File: src/rtl/cntrl_seq_param_pkg.sv
// rtl/cntrl_seq_param_pkg.sv - state encoding and default sizing for the MAC sequencer
package cntrl_seq_pkg;

  localparam int DEF_N_TAPS = 16;
  localparam int DEF_N_CH   = 1;

  typedef enum logic [2:0] {
    ST_IDLE  = 3'd0,
    ST_LOAD  = 3'd1,
    ST_CLR   = 3'd2,
    ST_MAC   = 3'd3,
    ST_WR_Y  = 3'd4,
    ST_WR_U  = 3'd5,
    ST_SHIFT = 3'd6,
    ST_DONE  = 3'd7
  } state_t;

endpackage

File: src/rtl/cntrl_seq_param_if.sv
// rtl/cntrl_seq_param_if.sv - control/strobe bundle between sequencer and datapath (CNTRL_SEQ_PARAM_ERR_EN adds err)
interface cntrl_seq_param_if #(
  parameter int SEL_W = 4,
  parameter int CH_W  = 1
);
  logic             inicio;
  logic             cambiar;
  logic             leer;
  logic             rst_acum;
  logic [SEL_W-1:0] sel;
  logic             leer_y;
  logic             leer_u;
  logic             desp;
  logic [CH_W-1:0]  canal;
  logic             ocupado;
  logic             listo;
`ifdef CNTRL_SEQ_PARAM_ERR_EN
  logic             err;
`endif

  modport master (
    output inicio, cambiar,
`ifdef CNTRL_SEQ_PARAM_ERR_EN
    input  err,
`endif
    input  leer, rst_acum, sel, leer_y, leer_u, desp, canal, ocupado, listo
  );

  modport slave (
    input  inicio, cambiar,
`ifdef CNTRL_SEQ_PARAM_ERR_EN
    output err,
`endif
    output leer, rst_acum, sel, leer_y, leer_u, desp, canal, ocupado, listo
  );

endinterface

File: src/rtl/cntrl_seq_param_cnt.sv
// rtl/cntrl_seq_param_cnt.sv - modulo-LIMIT up counter with clear, enable and terminal-count flag
module cntrl_seq_cnt #(
  parameter int WIDTH = 4,
  parameter int LIMIT = 16
) (
  input  logic             clk,
  input  logic             rst,
  input  logic             clr,
  input  logic             en,
  output logic [WIDTH-1:0] q,
  output logic             tc
);

  // Terminal count at LIMIT-1 so the value never leaves 0..LIMIT-1
  assign tc = (q == WIDTH'(LIMIT - 1));

  // Count register: clear wins over enable, wrap to zero after terminal count
  always_ff @(posedge clk) begin
    if (rst || clr) begin
      q <= '0;
    end else if (en) begin
      q <= tc ? '0 : q + WIDTH'(1);
    end
  end

endmodule

File: src/rtl/cntrl_seq_param.sv
// rtl/cntrl_seq_param.sv - multi-channel MAC sequencer top (optional err output under CNTRL_SEQ_PARAM_ERR_EN)
module cntrl_seq_param
  import cntrl_seq_pkg::*;
#(
  parameter int N_TAPS = DEF_N_TAPS,
  parameter int N_CH   = DEF_N_CH,
  parameter int SEL_W  = $clog2(N_TAPS),
  parameter int CH_W   = (N_CH > 1) ? $clog2(N_CH) : 1
) (
  input logic               clk,
  input logic               rst,
  cntrl_seq_param_if.slave  bus
);

  state_t           state_q;
  state_t           state_d;
  logic [SEL_W-1:0] tap_q;
  logic             tap_tc;
  logic [CH_W-1:0]  ch_q;
  logic             ch_tc;

  // Tap index runs only inside MAC and is held at zero elsewhere
  cntrl_seq_cnt #(.WIDTH(SEL_W), .LIMIT(N_TAPS)) u_tap_cnt (
    .clk (clk),
    .rst (rst),
    .clr (state_q != ST_MAC),
    .en  (state_q == ST_MAC),
    .q   (tap_q),
    .tc  (tap_tc)
  );

  // Channel index restarts from zero whenever a new frame can begin
  cntrl_seq_cnt #(.WIDTH(CH_W), .LIMIT(N_CH)) u_ch_cnt (
    .clk (clk),
    .rst (rst),
    .clr ((state_q == ST_IDLE) || (state_q == ST_DONE)),
    .en  ((state_q == ST_SHIFT) && !ch_tc),
    .q   (ch_q),
    .tc  (ch_tc)
  );

  // State register
  always_ff @(posedge clk) begin
    if (rst) begin
      state_q <= ST_IDLE;
    end else begin
      state_q <= state_d;
    end
  end

  // Next-state logic and Moore output decode from the state register
  always_comb begin
    state_d      = state_q;
    bus.leer     = 1'b0;
    bus.rst_acum = 1'b0;
    bus.leer_y   = 1'b0;
    bus.leer_u   = 1'b0;
    bus.desp     = 1'b0;
    bus.listo    = 1'b0;
    bus.ocupado  = (state_q != ST_IDLE);
    bus.sel      = (state_q == ST_MAC) ? tap_q : '0;
    bus.canal    = ch_q;
    case (state_q)
      ST_IDLE: begin
        if (bus.inicio) state_d = ST_LOAD;
      end
      ST_LOAD: begin
        bus.leer = 1'b1;
        state_d  = ST_CLR;
      end
      ST_CLR: begin
        bus.rst_acum = 1'b1;
        state_d      = ST_MAC;
      end
      ST_MAC: begin
        if (tap_tc) state_d = ST_WR_Y;
      end
      ST_WR_Y: begin
        bus.leer_y = 1'b1;
        state_d    = ST_WR_U;
      end
      ST_WR_U: begin
        bus.leer_u = 1'b1;
        state_d    = ST_SHIFT;
      end
      ST_SHIFT: begin
        bus.desp = 1'b1;
        state_d  = ch_tc ? ST_DONE : ST_LOAD;
      end
      ST_DONE: begin
        bus.listo = 1'b1;
        state_d   = bus.cambiar ? ST_LOAD : ST_IDLE;
      end
      default: state_d = ST_IDLE;
    endcase
  end

`ifdef CNTRL_SEQ_PARAM_ERR_EN
  // Sticky flag for a start request that arrived while a frame was running
  always_ff @(posedge clk) begin
    if (rst) begin
      bus.err <= 1'b0;
    end else if (bus.inicio && (state_q != ST_IDLE)) begin
      bus.err <= 1'b1;
    end
  end
`endif

endmodule

File: src/flat_wrapper.sv
// flat-port wrapper written by rule: the top's interface ports become plain ports
module cntrl_seq_param_flat import cntrl_seq_pkg::*;
#(
  parameter int N_TAPS = DEF_N_TAPS,
  parameter int N_CH   = DEF_N_CH,
  parameter int SEL_W  = $clog2(N_TAPS),
  parameter int CH_W   = (N_CH > 1) ? $clog2(N_CH) : 1
)
  (clk, rst, bus_inicio, bus_cambiar, bus_leer, bus_rst_acum, bus_sel, bus_leer_y, bus_leer_u, bus_desp, bus_canal, bus_ocupado, bus_listo);
  cntrl_seq_param_if #(.SEL_W(SEL_W), .CH_W(CH_W)) bus_i ();
  input logic clk;
  input logic rst;
  input wire logic [$bits(bus_i.inicio)-1:0] bus_inicio;
  input wire logic [$bits(bus_i.cambiar)-1:0] bus_cambiar;
  output wire logic [$bits(bus_i.leer)-1:0] bus_leer;
  output wire logic [$bits(bus_i.rst_acum)-1:0] bus_rst_acum;
  output wire logic [$bits(bus_i.sel)-1:0] bus_sel;
  output wire logic [$bits(bus_i.leer_y)-1:0] bus_leer_y;
  output wire logic [$bits(bus_i.leer_u)-1:0] bus_leer_u;
  output wire logic [$bits(bus_i.desp)-1:0] bus_desp;
  output wire logic [$bits(bus_i.canal)-1:0] bus_canal;
  output wire logic [$bits(bus_i.ocupado)-1:0] bus_ocupado;
  output wire logic [$bits(bus_i.listo)-1:0] bus_listo;
  assign bus_i.inicio = bus_inicio;
  assign bus_i.cambiar = bus_cambiar;
  assign bus_leer = bus_i.leer;
  assign bus_rst_acum = bus_i.rst_acum;
  assign bus_sel = bus_i.sel;
  assign bus_leer_y = bus_i.leer_y;
  assign bus_leer_u = bus_i.leer_u;
  assign bus_desp = bus_i.desp;
  assign bus_canal = bus_i.canal;
  assign bus_ocupado = bus_i.ocupado;
  assign bus_listo = bus_i.listo;
  cntrl_seq_param #(.N_TAPS(N_TAPS), .N_CH(N_CH), .SEL_W(SEL_W), .CH_W(CH_W)) u_core (.clk(clk), .rst(rst), .bus(bus_i));
endmodule
File: config.mk
export PLATFORM = sky130hd
export DESIGN_NAME = cntrl_seq_param_flat
export DESIGN_NICKNAME = d
export VERILOG_FILES = /design/src/rtl/cntrl_seq_param_pkg.sv /design/src/rtl/cntrl_seq_param_if.sv /design/src/rtl/cntrl_seq_param_cnt.sv /design/src/rtl/cntrl_seq_param.sv /design/src/flat_wrapper.sv
export SDC_FILE = /design/constraint.sdc
export NUM_CORES = 1
export LEC_CHECK = 0
export ABC_AREA = 0
export ABC_CLOCK_PERIOD_IN_PS = 1180
export CORE_AREA = 2 2 39 41
export DETAILED_ROUTE_END_ITERATION = 6
export DIE_AREA = 0 0 41 43
export GPL_ROUTABILITY_DRIVEN = 1
export HOLD_SLACK_MARGIN = 0.06
export PLACE_DENSITY = 0.67
export SETUP_SLACK_MARGIN = 0.05
export SYNTH_ARGS = -nofsm -noshare
export SYNTH_HDL_FRONTEND = slang
export SYNTH_SLANG_ARGS = --single-unit
File: constraint.sdc
create_clock -name clk -period 1.18 [get_ports clk]
set_input_delay 0.236 -clock clk [delete_from_list [all_inputs] [get_ports clk]]
set_output_delay 0.236 -clock clk [all_outputs]
set_load 0.01 [all_outputs]
# Yosys cells after proc, flatten, opt, wreduce, memory -nomap -nowiden
# Index checks and enable logic that the tools add are counted.
[op_classes]
n_mux = 14
reduce_logical = 7
addsub = 2
eq_ne = 11
[ops]
columns = ["op", "n"]
rows = [
  ["$pmux 3 s8", 1],
  ["$eq 3x3->1 const B", 4],
  ["$mux 3", 3],
  ["$mux 1", 8],
  ["$mux 4", 2],
  ["$eq 3x2->1 const B", 2],
  ["$add 4x1->4 const B", 1],
  ["$eq 4x4->1 const B", 1],
  ["$eq 3x1->1 const B", 1],
  ["$logic_not 3->1", 1],
  ["$logic_or 1x1->1", 3],
  ["$ne 3x2->1 const B", 1],
  ["$reduce_bool 3->1", 1],
  ["$ne 2x1->1 const B", 1],
  ["$ne 2x2->1 const B", 1],
  ["$reduce_and 2->1", 1],
  ["$add 1x1->1 const B", 1],
  ["$logic_and 1x1->1", 1],
]
[word_totals]
ff_bits = 8
elab_cells = 37
output_inout_bits = 12
in_bits = 4

# Depth between registers and ports, before layout
[logic_depth]
word_depth = 3
depth_mapped = 3
ltp_nobuf = 3

# Cells and area by module
# Synthesis repeated with hierarchy kept, for this count alone.
[hier_totals]
hier_cells = 59
area_unflattened_um2 = 464.2
[modules_own_cells]
columns = ["module", "n_inst", "seq_area_each_um2", "cells_per_inst", "area_each_um2"]
rows = [
  ["cntrl_seq_param", 1, 60.1, 36, 261.5],
  ["cntrl_seq_cnt at u_core.u_tap_cnt", 1, 80.1, 19, 180.2],
  ["cntrl_seq_cnt at u_core.u_ch_cnt", 1, 0.0, 4, 22.5],
]

# Worst setup path before layout
# Ideal clock, no wire load.
[synth_path]
path_type = "reg2out"
from = "reg u_core.state_q[0]"
to = "out bus_ocupado"
t_arrival_ns = 0.865
required_time_ns = 0.944
stages_incl_launch_ff = 3
path_buffers = 1
slack_ns = 0.079
cell_sequence = "dfxtp_1 -> buf_2 -> or3_1"
[synth_between]
elab_chain_cells = 1
[synth_rtl]
columns = ["element", "line", "rtl"]
rows = [
  ["start: declaration", "cntrl_seq_param.sv:15", "state_t state_q;"],
  ["start signal: assignment", "cntrl_seq_param.sv:47", "state_q <= state_d;"],
  ["$reduce_bool 3->1", "cntrl_seq_param.sv:60", "bus.ocupado = (state_q != ST_IDLE);"],
  ["end: declaration", "flat_wrapper.sv:22", "output wire logic [$bits(bus_i.ocupado)-1:0] bus_ocupado;"],
]
# Every way passes these cells.

# Worst setup path in the final report
[layout_path]
from = "reg u_core.state_q[1]"
to = "out bus_ocupado"
# Same word-level chain as after synthesis.

==> flow_summary.toml <==
[logic_synthesis]
synth.most_common_cell = "dfxtp_1"
ys_seq_elements = 7
post_synth_main_area_contributors = "dfxtp_1, and2_1, nor3b_1"
synthDominantAreaCellType = "dfxtp_1"
synth_nets = 49
syn_inst = 44
synth_top_cell_area_share_pct = 35.44
synth.yosys.seq_area_share_pct = 35.44
mean_area_per_synthesized_cell_um2 = 8.986
ys_top_cells_by_count = "dfxtp_1, and2_1, buf_2, nand2_1, nor3b_1"
syn-cell-area_um2 = 395.4
synth_cell_types = 23
yosys_warnings = 0
synth-edff-count = 0
ys.flop_type = "dfxtp_1"
async_flop_share_pct = 0

[detailed_routing]
detailedRoute.firstPassIterationCount = 2
dr_total_vias = 404
postRouteWirelength_um = 1087
drtIter0Drc = 4
drc = 0
route.detailed.vias_per_inst = 4.644
route.antenna.remaining_nets = 0
detail_routed_net_length_per_standard_cell_um = 12.49

[setup_path]
crit_arrival_ns = 1.14
timing.setup.critical_path_class = "reg2out"
worst-endpoint-required_ns = 0.94
crit_path_start_kind = "flip-flop"
endpoint_type_of_the_worst_setup_path = "output port"
worstPathMaxFanout = 4

[pwr]
ir_drop_uv = 497.6
power.switching_fraction_pct = 29.04
combinational_share_of_power_pct = 27.0
p_leak_nw = 0.3217
power.sequential.fraction_pct = 38.8
total_power_mw = 0.6805
power_switching_mw = 0.1976
power_density_nw_per_um2 = 996.1
clockPowerShare_pct = 34.2
power.internal_mw = 0.4829

[run_status]
failed_checks = "setup timing"
status = "complete, but fails checks"

[layout]
postLayoutCellArea_um2 = 683.2
syn_to_final_growth_pct = 72.78
share_of_layout_cells_above_drive_strength_1_pct = 59.15
antennaDiodeCount = 0
nNetsFinal = 77
nFillCells = 152
layout.core_utilization_pct = 49.37
layoutNonFillerInstCount = 87

[sta]
timing.clock.skew_ns = 0.007785
post-route-worst-setup-slack_ns = -0.1957
max_freq_ghz = 0.7269
setup_violations = 13
final.min_clock_period_ns = 1.376
layout_worst_path_cycle_share_pct = 116.6
timing.setup.tns_ns = -1.392
timing.final.hold_violations = 0
finalMaxSlewViolations = 0
whs_ns = 0.5323
grt_setup_unrepaired = "true"

[die]
initial_core_utilization_pct = 28.57
die-area_um2 = 1763
io_pins = 16
chipWidth_um = 41
design.core.area_um2 = 1384
die_height_um = 43
placementRows = 14

[grt]
grt_antenna_before_repair = 0
grt_overflow_total = 0
maximum_number_of_pins_on_one_net_before_global_route_repair = 12
grt_pass1_wl_um = 1642
track_usage_pct = 14.10
via_count_of_the_first_global_routing_pass = 399

[place]
post_dp_cell_area_um2 = 615.6
post-place-cells = 81
port-buffer-count = 14
detailedPlace.worstSlack_ns = -0.3401
gp_congestion = 0.6819
dp_hpwl_um = 685.9

[clock_network]
tritoncts_num_sinks = 7
clk_latency_ns = 0.26
cts_hold_buffers = 0
root_buffer_selected_by_cts = "clkbuf_4"
cts_buffer_depth = 2
clock_tree.htree_level_count = 1
tritoncts = "done"
clkTransAtPathRegs_ns = 0.06
cts_made_buffers = 3

[job]
cap_viol_max_count = 0

[min_path]
timing.hold.worst.class = "reg2reg"
## path summary, 6_finish.rpt
check,slack (ns),to,depth (start not counted),start
max,-0.20,bus_ocupado,3,u_core.state_q[1]
min,0.53,u_core.u_tap_cnt.q[0],2,u_core.u_tap_cnt.q[0]
max reg2reg,-0.03,u_core.state_q[2],5,u_core.state_q[1]
min reg2reg,0.53,u_core.u_tap_cnt.q[0],2,u_core.u_tap_cnt.q[0]
## cell usage in the layout (no fill, tap or decap), drive strengths merged, types with 2 or more instances in the layout
cell | netlist | final
buf | 4 | 24
dfxtp | 7 | 7
and2 | 5 | 5
clkbuf | 0 | 4
nor3b | 3 | 3
nand2 | 3 | 3
clkdlybuf4s50 | 0 | 3
nor3 | 3 | 3
and3b | 2 | 2
o21bai | 2 | 2
nor2 | 2 | 2
a31oi | 2 | 2
## registers in the layout, summed over array words and instances (netlist names)
name / cells
u_core.state_q: 3
u_core.u_tap_cnt.q: 4
## cell families (layout without fill, tap and decap cells)
kind of cell	after synthesis	after routing	share of synthesized area (%)
xor+xnor	2	2	4.431
flops	7	7	35.44
buf+inv	4	31	5.696
compound gates	7	7	16.14
simple gates	22	22	34.18
other cells	1	1	0.9485
fa+ha+maj	1	1	3.164
## power groups by stage
stage               sequential [mW]  clock, mW  combinational, mW
floorplan                     0.259          0             0.0780
global placement              0.264          0              0.151
detailed placement            0.265          0              0.152
CTS                           0.263      0.235              0.166
global route                  0.265      0.248              0.197
finish                        0.264      0.233              0.184
## area by class of cell
class	instances	area (um^2)	area share (%)
clock buffers	4	26.28	3.846
well taps	16	20.02	2.930
repair buffers	27	201.4	29.49
flip-flops and latches	7	148.9	21.79
multi-input cells	33	286.5	41.94
## what timing repair did
item / CTS / global route
buffers inserted: 3 / 1
endpoints found under the hold margin: 0 / 0
endpoints found under the setup margin: 17 / 17
resized for setup: 59 / 6
pin swaps: 7 / 4
## per-layer routing
metal  share of wire [%]  track usage, %  up-vias  wire length (um)
met5                   0               0        -                 0
met4                0.37           10.00        0                 4
met3                 3.9           1.571        2                42
met2                  52           23.13        9               563
met1                  44           15.58      189               478
li1                    -               -      204                 -
## worst max-delay path: stages, from the launching register on
cell	delay, ns
dfxtp_2	0.33
buf_6	0.11
or3_1	0.29
buf_2	0.14
(Power assumes the default switching activity.)
